==> config.mk <==
export PLATFORM = sky130hd
export DESIGN_NAME = cp0_ctrl
export DESIGN_NICKNAME = d
export VERILOG_FILES = /design/src/rtl/cp0_pkg.sv /design/src/rtl/cp0_timer.sv /design/src/rtl/cp0_ctrl.sv
export SDC_FILE = /design/constraint.sdc
export NUM_CORES = 1
export LEC_CHECK = 0
export BUFFER_PORTS_ARGS = -buffer_cell sky130_fd_sc_hd__buf_2
export CORE_MARGIN = 2
export CORE_UTILIZATION = 40
export DETAILED_ROUTE_END_ITERATION = 12
export GPL_ROUTABILITY_DRIVEN = 0
export PLACE_DENSITY = 0.69
export REMOVE_ABC_BUFFERS = 1
export SETUP_SLACK_MARGIN = 0.05
export SKIP_CTS_REPAIR_TIMING = 1
export SYNTH_ARGS = -nofsm -noshare
export SYNTH_HDL_FRONTEND = slang
export SYNTH_SLANG_ARGS = --single-unit
==> constraint.sdc <==
create_clock -name clk -period 2.1 [get_ports clk]
set_input_delay 0.21 -clock clk [delete_from_list [all_inputs] [get_ports clk]]
set_output_delay 0.21 -clock clk [all_outputs]
set_load 0.01 [all_outputs]
==> src/rtl/cp0_pkg.sv <==
// cp0_pkg: shared register numbers, exception codes and field positions for coprocessor 0
package cp0_pkg;
   localparam logic [31:0] HANDLER_PC_DEF = 32'h0000_4180;
   localparam logic [4:0] REG_COUNT   = 5'd9;
   localparam logic [4:0] REG_COMPARE = 5'd11;
   localparam logic [4:0] REG_SR      = 5'd12;
   localparam logic [4:0] REG_CAUSE   = 5'd13;
   localparam logic [4:0] REG_EPC     = 5'd14;
   localparam logic [4:0] REG_PRID    = 5'd15;
   localparam logic [4:0] EXC_INT  = 5'd0;
   localparam logic [4:0] EXC_ADEL = 5'd4;
   localparam logic [4:0] EXC_ADES = 5'd5;
   localparam logic [4:0] EXC_RI   = 5'd10;
   localparam logic [4:0] EXC_OV   = 5'd12;
   localparam int SR_IE    = 0;
   localparam int SR_EXL   = 1;
   localparam int IM_LO    = 10;
   localparam int IM_HI    = 15;
   localparam int CAUSE_BD = 31;
   localparam int EXC_LO   = 2;
   localparam int EXC_HI   = 6;
   typedef enum logic {USER, KERNEL} mode_e;
endpackage

==> src/rtl/cp0_timer.sv <==
// cp0_timer: free-running Count, Compare and sticky timer-pending flag
module cp0_timer
   import cp0_pkg::*;
(
   input  logic        clk,
   input  logic        reset,
   input  logic        we,
   input  logic [4:0]  addr,
   input  logic [31:0] wdata,
   output logic [31:0] count,
   output logic [31:0] compare,
   output logic        pending
);
   logic wr_cmp;
   assign wr_cmp = we && addr == REG_COMPARE;
   // count every cycle, latch a match until Compare is rewritten
   always_ff @(posedge clk or posedge reset)
      if (reset) begin
         count   <= '0;
         compare <= '0;
         pending <= 1'b0;
      end else begin
         count   <= (we && addr == REG_COUNT) ? wdata : count + 32'd1;
         compare <= wr_cmp ? wdata : compare;
         pending <= wr_cmp ? 1'b0 : pending | (count == compare && compare != '0);
      end
endmodule

==> src/rtl/cp0_ctrl.sv <==
// cp0_ctrl: exception/interrupt controller and SR/Cause/EPC/PRId file; timer built when CP0_TIMER_EN is defined
module cp0_ctrl
   import cp0_pkg::*;
#(
   parameter logic [31:0] HANDLER_PC = HANDLER_PC_DEF,
   parameter logic [31:0] PRID_VAL   = 32'h2021_0607
) (
   input  logic        clk,
   input  logic        reset,
   input  logic        we,
   input  logic [4:0]  cp0_addr,
   input  logic [31:0] cp0_wdata,
   output logic [31:0] cp0_rdata,
   input  logic [31:0] m_pc,
   input  logic        m_bd,
   input  logic [4:0]  m_exccode,
   input  logic        eret,
   input  logic [5:0]  hw_int,
   output logic        int_req,
   output logic [31:0] epc_out
);
   if (HANDLER_PC[1:0] != 2'b00) begin : g_bad_handler
      $error("HANDLER_PC must be word aligned");
   end
   mode_e       mode;
   logic [5:0]  im, ip, ip_next;
   logic        ie, bd, exl, irq, exc, wr, tmr_pend;
   logic [4:0]  exccode;
   logic [31:0] epc, count, compare, sr_word, cause_word;
`ifdef CP0_TIMER_EN
   cp0_timer u_timer (
      .clk(clk), .reset(reset), .we(wr), .addr(cp0_addr), .wdata(cp0_wdata),
      .count(count), .compare(compare), .pending(tmr_pend)
   );
`else
   assign count    = '0;
   assign compare  = '0;
   assign tmr_pend = 1'b0;
`endif
   assign exl        = mode == KERNEL;
   assign ip_next    = {hw_int[5] | tmr_pend, hw_int[4:0]};
   assign irq        = ie & ~exl & |(ip_next & im);
   assign exc        = ~exl & |m_exccode;
   assign int_req    = ~reset & (irq | exc);
   assign wr         = we & ~int_req;
   assign epc_out    = reset ? '0 : (we && cp0_addr == REG_EPC) ? cp0_wdata : epc;
   assign sr_word    = {16'b0, im, 8'b0, exl, ie};
   assign cause_word = {bd, 15'b0, ip, 3'b0, exccode, 2'b0};
   // mfc0 read mux, no same-cycle bypass
   always_comb
      cp0_rdata = cp0_addr == REG_SR      ? sr_word    :
                  cp0_addr == REG_CAUSE   ? cause_word :
                  cp0_addr == REG_EPC     ? epc        :
                  cp0_addr == REG_PRID    ? PRID_VAL   :
                  cp0_addr == REG_COUNT   ? count      :
                  cp0_addr == REG_COMPARE ? compare    : '0;
   // USER/KERNEL mode plus SR, Cause and EPC; a trap flushes any mtc0 and overrides eret
   always_ff @(posedge clk or posedge reset)
      if (reset) begin
         mode    <= USER;
         ie      <= 1'b0;
         im      <= '0;
         ip      <= '0;
         bd      <= 1'b0;
         exccode <= '0;
         epc     <= '0;
      end else begin
         ip <= ip_next;
         if (int_req) begin
            mode    <= KERNEL;
            bd      <= m_bd;
            exccode <= irq ? EXC_INT : m_exccode;
            epc     <= m_bd ? m_pc - 32'd4 : m_pc;
         end else begin
            if (we && cp0_addr == REG_SR) begin
               im   <= cp0_wdata[IM_HI:IM_LO];
               ie   <= cp0_wdata[SR_IE];
               mode <= cp0_wdata[SR_EXL] ? KERNEL : USER;
            end
            if (eret) mode <= USER;
            if (we && cp0_addr == REG_EPC) epc <= cp0_wdata;
         end
      end
endmodule
Yosys cells after proc, flatten, opt, wreduce, memory -nomap -nowiden
Index checks and enable logic that the tools add are counted.

word-level totals
  flip-flop bits (word level) = 52
  input port bits = 85
  logic and storage cells = 40

operators by class
  add/sub/neg operators = 1
  equal/unequal tests = 4
  multiplexer cells = 13
  bitwise gates (word level) = 9
  reduce and logical (&&, ||, !) cells = 6

operators with widths
  cell                                                                    count
  32-bit two-way mux                                                      7
  32-bit by 3-bit subtractor with 32-bit output (second input constant)   1
  30-bit two-way mux                                                      1
  5-bit by 4-bit equality test with 1-bit output (second input constant)  4
  6-bit bitwise AND                                                       1
  6-bit OR reduction                                                      1
  5-bit two-way mux                                                       1
  5-bit OR reduction                                                      1
  1-bit bitwise AND                                                       4
  1-bit two-way mux                                                       4
  1-bit inverter                                                          3
  3-bit nonzero test                                                      1
  1-bit logical AND                                                       2
  2-bit AND reduction                                                     1
  1-bit OR                                                                1

Logic depth before layout (Yosys ltp)
Gate-level depths: netlist of the first run.

  depth in word-level cells = 7
  mapped depth = 8

Worst setup path before layout of the first run
Ideal clock, no wire load.

  kind = input -> register
  start point = input port m_exccode[0]
  end point = register ie
  library setup time = 128 ps
  data arrival time = 1636 ps
  data required time = 1972 ps
  setup slack = 337 ps
  stages = 5
  buffers on the path = 0
  cells stage by stage = or4_1 -> o21a_1 -> a31oi_4 -> nand2_2 -> mux2_1

on the way
  longest elaborated chain between the ends = 6

ends and longest elaborated chain
  item                                  RTL line        RTL
  start, declared                       cp0_ctrl.sv:16  input logic [4:0] m_exccode,
  5-bit OR reduction                    cp0_ctrl.sv:43  assign exc = ~exl & |m_exccode;
  1-bit bitwise AND                     cp0_ctrl.sv:43
  1-bit OR                              cp0_ctrl.sv:44  assign int_req = ~reset & (irq | exc);
  1-bit bitwise AND                     cp0_ctrl.sv:44
  1-bit inverter (no source line)       n/a
  2-bit AND reduction (no source line)  n/a
  end signal, assigned                  cp0_ctrl.sv:77  ie <= cp0_wdata[SR_IE];
  end, declared                         cp0_ctrl.sv:27  logic ie, bd, exl, irq, exc, wr, tmr_pend;

Every way passes these cells.
A chain may end at the register's enable or synchronous reset.

Worst setup path in the final report of the first run
  start point = register im[4]
  end point = output port int_req

on the way
  longest elaborated chain between the ends = 5

ends and longest elaborated chain
  item                    RTL line        RTL
  start, declared         cp0_ctrl.sv:26  logic [5:0] im, ip, ip_next;
  start signal, assigned  cp0_ctrl.sv:76  im <= cp0_wdata[IM_HI:IM_LO];
  6-bit bitwise AND       cp0_ctrl.sv:42  assign irq = ie & ~exl & |(ip_next & im);
  6-bit OR reduction      cp0_ctrl.sv:42
  1-bit bitwise AND       cp0_ctrl.sv:42
  1-bit OR                cp0_ctrl.sv:44
  1-bit bitwise AND       cp0_ctrl.sv:44
  end, declared           cp0_ctrl.sv:19  output logic int_req,

Every way passes these cells.

==> results_dict.tcl, run 1 <==
set metrics [dict create \
    drtIter0Drc 122 \
    initial_core_util_pct 41.5 \
    outcome "finished clean" \
    ff2ff_path_depth 6 \
    crit_end "int_req" \
    cpPeakStageDelay_ns 0.42 \
    hold_ws_ns 0.0156 \
    hold_viol 0 \
    num-fill-cells 813 \
    crit_required_ns 1.89 \
    numPortBuffers 149 \
    fin_tns_setup_ns 0 \
    num_io_pins 150 \
    crit_path_max_fanout 25 \
    ys_ff_latch 52 \
    fin_nets 606 \
    grt_overflow 0 \
    cts_made_buffers 5 \
    grt_usage_pct 21.1 \
    grt_pass1_wl_um 16200 \
    cts_tree "built" \
    drive_gt1_share_pct 37.4 \
    r2r_slack_ns 0.23 \
    wl_per_cell_um 16.1 \
    crit_chain "a22oi_1 > nand3_2 > a31oi_4 > inv_8 > buf_2" \
    start_kind "flip-flop" \
    whs_path_depth 1 \
    drc_errors 0 \
    grt_setup_unrepaired "false" \
    synthCells 367 \
    syn_area_um2 3440 \
    worst_setup_path_end_kind "primary output" \
    cts-root-buf "clkbuf_8" \
    core_area_um2 8300 \
    reg2reg_to "ie" \
    period_share_pct 95.0 \
    fin_ws_ns 0.105 \
    die_area_um2 9370 \
    peakVddDrop_v 0.000292 \
    clk_path_buf_depth 2 \
    max_freq_ghz 0.501 \
    numClockSinks 52 \
    async_flop_share_pct 100 \
    synth_edf_count 0 \
    antenna_found_initial 0 \
    worst-path-stages 5 \
    chipHeight_um 96.8 \
    slew_headroom_pct 56.4 \
    yosys_warnings 0 \
    finalClockSkew_ns 0.00920 \
    vias 3274 \
    antenna_cells 0 \
    final_antenna_net_count 0 \
    clock_latency_ns 0.31 \
    post-place-ws_ns 0.0636 \
    place_hpwl_um 7740 \
    tightest_slew_ns 0.647 \
    postSynthAreaPerCell_um2 9.38 \
    arrival_ns 1.79 \
    layout_min_cycle_time_ns 2.00 \
    regToRegStartpoint "im[4]" \
    routed_wl_um 10100 \
    ys.flop_type "dfrtp_1" \
    first_global_vias 3240 \
    cpMaxStageDelayCell "dfrtp_1" \
    drv_cap 0 \
    avgViaCountPerCell 5.23 \
    cts_max_level 2 \
    clkTransAtPathRegs_ns 0.11 \
    netlist-cell-type-count 49 \
    grt_max_degree 45 \
    critPathKind "reg2out" \
    critPathTopFamily "compound AO/OA/AOI/OAI gates" \
    yosysSeqAreaShare_pct 37.8 \
    critical_path_buf_inv_count 2 \
    first_pass_iters 4 \
    crit_path_start "im[4]" \
    slew_violations 0 \
    place_area_um2 4380 \
    p_per_area_nw_per_um2 649 \
    rows 33 \
    dieWidth_um 96.8 \
    hold_class "in2reg" \
    setup_violations 0 \
    post-route-cell-area_um2 4500 \
    syn2layout_area_growth_pct 30.6 \
    leakage_nw 2.36 \
]
[how the worst min path moves through the flow]
stage	startpoint	to	slack, ns
6_report	hw_int[5]	ip[5]	0.02
3_5_place_dp	hw_int[5]	ip[5]	0.34
2_1_floorplan	hw_int[0]	ip[0]	0.24
4_1_cts	hw_int[5]	ip[5]	0.01
3_3_place_gp	hw_int[4]	ip[4]	0.34
5_1_grt	hw_int[5]	ip[5]	0.003
[metrics by stage]
step,total power [W],std cells,utilization [%]
after global routing,0.00311,626,54.2
after global placement,0.00228,616,52.8
after floorplan,0.00189,345,-
final,0.00292,626,54.2
after CTS,0.00293,624,53.9
after detailed placement,0.00231,616,52.8
[cells by family after synthesis]
kind of cell / after synthesis / share of synthesized area, %
compound gates: 50 / 9.74
xor+xnor: 24 / 6.10
fa+ha+maj: 1 / 0.363
buf+inv: 27 / 3.60
flops: 52 / 37.8
mux: 63 / 18.6
simple gates: 150 / 23.8
[worst register-to-register path: stages, from the launching register on]
cell     delay, ns
dfrtp_1       0.42
a22oi_1       0.25
nand3_2       0.16
a31oi_4       0.31
buf_4         0.17
nand2_2       0.11
mux2_1        0.34
[synthesized netlist by cell type (all sizes together), types with 5 or more instances]
master / count / area share, %
nor2: 74 / 8.1
mux2i: 56 / 16
dfrtp: 52 / 38
a21oi: 20 / 2.9
xnor2: 18 / 4.6
clkbuf: 16 / 1.7
and2: 15 / 2.7
nand2: 13 / 1.5
nor3: 13 / 2.2
a22oi: 9 / 2.0
mux2: 7 / 2.3
buf: 6 / 1.2
nor4: 6 / 1.7
o21ai: 6 / 0.87
xor2: 6 / 1.5
a22o: 5 / 1.3
inv: 5 / 0.69
[per-layer routing]
layer	vias to the layer above	GRT usage [%]	wire length (um)
li1	1588	-	-
met5	-	0	0
met4	0	4.01	57
met1	1558	28.5	4540
met3	7	4.05	649
met2	121	35.6	4820
[cells in the final DEF, fill, tap and decap left out, types with 2 or more instances in the layout]
cell type / n
buf_2: 149
nor2_1: 74
mux2i_1: 56
dfrtp_1: 52
a21oi_1: 20
xnor2_1: 18
buf_4: 17
and2_1: 15
nand2_1: 12
nor3_1: 12
a22oi_1: 9
mux2_1: 7
xor2_1: 6
a22o_1: 5
clkbuf_8: 5
nor2b_1: 4
o21ai_0: 4
nor4_1: 4
inv_1: 3
nand3_2: 2
o21a_1: 2
inv_8: 2
nor4b_1: 2
or3b_2: 2
nand4_2: 2
or4_4: 2
or3_1: 2
o31ai_1: 2
o311a_1: 2
nand3_1: 2
nand3b_1: 2
o21ai_1: 2
buf_12: 2
[state kept, by name, indices dropped and copies added (netlist names)]
signal / flops
im: 6
exccode: 5
epc: 32
ie: 1
exl: 1
bd: 1
ip: 6
[final cells by class]
cell class	instances	area, um^2	area share [%]
clock buffers	5	68.8	1.53
clock inverters	3	27.5	0.612
inverters	5	26.3	0.584
multi-input cells	288	2030	45.1
flip-flops and latches	52	1300	28.9
well taps	105	131	2.92
repair buffers	168	913	20.3
[where the power goes]
part	switching, W	internal (W)
Combinational	0.000516	0.000428
Clock	0.000380	0.000246
Sequential	0.000130	0.00122
Total	0.00103	0.00189
(Power assumes the default switching activity.)
==> run 2, diff against run 1 <==
--- a/config.mk
+++ b/config.mk
@@ -11,9 +11,10 @@
 export DETAILED_ROUTE_END_ITERATION = 12
 export GPL_ROUTABILITY_DRIVEN = 0
 export PLACE_DENSITY = 0.69
+export RECOVER_POWER = 50
 export REMOVE_ABC_BUFFERS = 1
-export SETUP_SLACK_MARGIN = 0.05
 export SKIP_CTS_REPAIR_TIMING = 1
+export SLEW_MARGIN = 20
 export SYNTH_ARGS = -nofsm -noshare
 export SYNTH_HDL_FRONTEND = slang
 export SYNTH_SLANG_ARGS = --single-unit
==> run 2 against run 1 <==
- first-iteration DRC count grew 7.4%
- cell count is the same
- critical path type unchanged
- via count shrank 0.34%
- highest routed layer unchanged
- count of clock-buffer cells in the layout is the same
- combinational power shrank 1%
- total power shrank 0.39%
- hold slack is essentially flat
- die area is the same
- fmax shrank 0.59%
- clock power is essentially flat
- register-to-register slack gained 0.02 ns
==> results_dict.tcl, run 2 (synthesis results as in run 1) <==
set metrics [dict create \
    outcome "finished clean" \
    die_area_um2 9370 \
    setup_violations 0 \
    post-route-cell-area_um2 4450 \
    antenna_found_initial 0 \
    fin_ws_ns 0.0928 \
    crit_path_max_fanout 25 \
    clk_path_buf_depth 2 \
    initial_core_util_pct 41.5 \
    clkTransAtPathRegs_ns 0.11 \
    leakage_nw 2.28 \
    layout_min_cycle_time_ns 2.01 \
    grt_max_degree 45 \
    regMostFlops "epc" \
    cts-root-buf "clkbuf_8" \
    grt_overflow 0 \
    drc_errors 0 \
    hold_viol 0 \
    avgViaCountPerCell 5.21 \
    max_freq_ghz 0.498 \
    fin_tns_setup_ns 0 \
    post-place-ws_ns 0.0636 \
    largest_reg_flops 32 \
    slew_headroom_pct 24.1 \
    worst_setup_path_end_kind "primary output" \
    place_hpwl_um 7740 \
    clock_latency_ns 0.31 \
    finalClockSkew_ns 0.00968 \
    core_area_um2 8300 \
    slew_violations 0 \
    cts_tree "built" \
    drive_gt1_share_pct 33.2 \
    antenna_cells 0 \
    drv_cap 0 \
    fin_nets 606 \
    routed_wl_um 10100 \
    crit_required_ns 1.89 \
    numPortBuffers 149 \
    dieWidth_um 96.8 \
    cts_made_buffers 5 \
    wl_per_cell_um 16.1 \
    rows 33 \
    p_per_area_nw_per_um2 654 \
    first_global_vias 3240 \
    cts_max_level 2 \
    layout_commonest_cell "buf_2" \
    place_area_um2 4380 \
    syn2layout_area_growth_pct 29.1 \
    chipHeight_um 96.8 \
    num_io_pins 150 \
    tightest_slew_ns 1.14 \
    first_pass_iters 4 \
    critPathKind "reg2out" \
    drtIter0Drc 131 \
    final_antenna_net_count 0 \
    numClockSinks 52 \
    grt_usage_pct 21.1 \
    vias 3263 \
    grt_setup_unrepaired "false" \
    grt_pass1_wl_um 16200 \
    reg_top3 "epc (32), im (6), ip (6)" \
    start_kind "flip-flop" \
    period_share_pct 95.6 \
    peakVddDrop_v 0.000292 \
    arrival_ns 1.80 \
    final_cell_mix "129 x buf_2, 74 x nor2_1, 56 x mux2i_1, 52 x dfrtp_1" \
    hold_class "in2reg" \
]
## run 2: cell types whose count changed in the layout (fill, tap and decap cells not counted)
cell      delta
nor4_1       +1
buf_2       -20
inv_8        -1
clkbuf_1    +20
clkbuf_2     +2
buf_12       -1
inv_1        +1
buf_4        -1
inv_2        -1
inv_6        +1
nor4_2       -1
## run 2: final cells by class
| type | instances | area, um^2 |
|---|---|---|
| Tap cell | 105 | 131 |
| Clock inverter | 3 | 27.5 |
| Sequential cell | 52 | 1300 |
| Multi-Input combinational cell | 288 | 2020 |
| Fill cell | 827 | 3850 |
| Timing Repair Buffer | 168 | 871 |
| Clock buffer | 5 | 68.8 |
| Inverter | 5 | 23.8 |
## run 2: final timing paths
kind / start / endpoint / slack, ns / depth (start not counted)
setup reg to reg: im[4] / ie / 0.25 / 6
hold reg to reg: bd / bd / 0.50 / 2
hold / removal: hw_int[5] / ip[5] / 0.02 / 1
setup / recovery: im[4] / int_req / 0.09 / 5
min in group asynchronous: reset / epc[20] / 0.25 / 3
max in group asynchronous: reset / epc[1] / 0.41 / 4
## run 2: power breakdown
| part | internal (W) | switching (W) |
|---|---|---|
| clock network | 0.000246 | 0.000379 |
| logic | 0.000419 | 0.000514 |
| registers | 0.00122 | 0.000130 |
## run 2: worst max-delay path: stages, from the launching register on
cell and delay, ns:
dfrtp_1 0.42, a22oi_1 0.25, nand3_2 0.16, a31oi_4 0.29, inv_6 0.18, buf_2 0.18
## run 2: through the flow
step           utilization [%]  cells  hold slack [ns]  power (W)
3_5_place_dp              52.8    616            0.338    0.00231
5_1_grt                   53.6    626          0.00250    0.00310
2_1_floorplan                -    345            0.241    0.00189
3_3_place_gp              52.8    616            0.337    0.00228
4_1_cts                   53.9    624           0.0106    0.00293
6_report                  53.6    626           0.0152    0.00291
## run 2: per-layer routing
layer  routed length, um  GRT usage, %  vias up
met5                   0             0        -
met2                4780          35.6      116
met4                  55          4.01        0
met1                4600          28.5     1548
li1                    -             -     1592
met3                 640          4.05        7
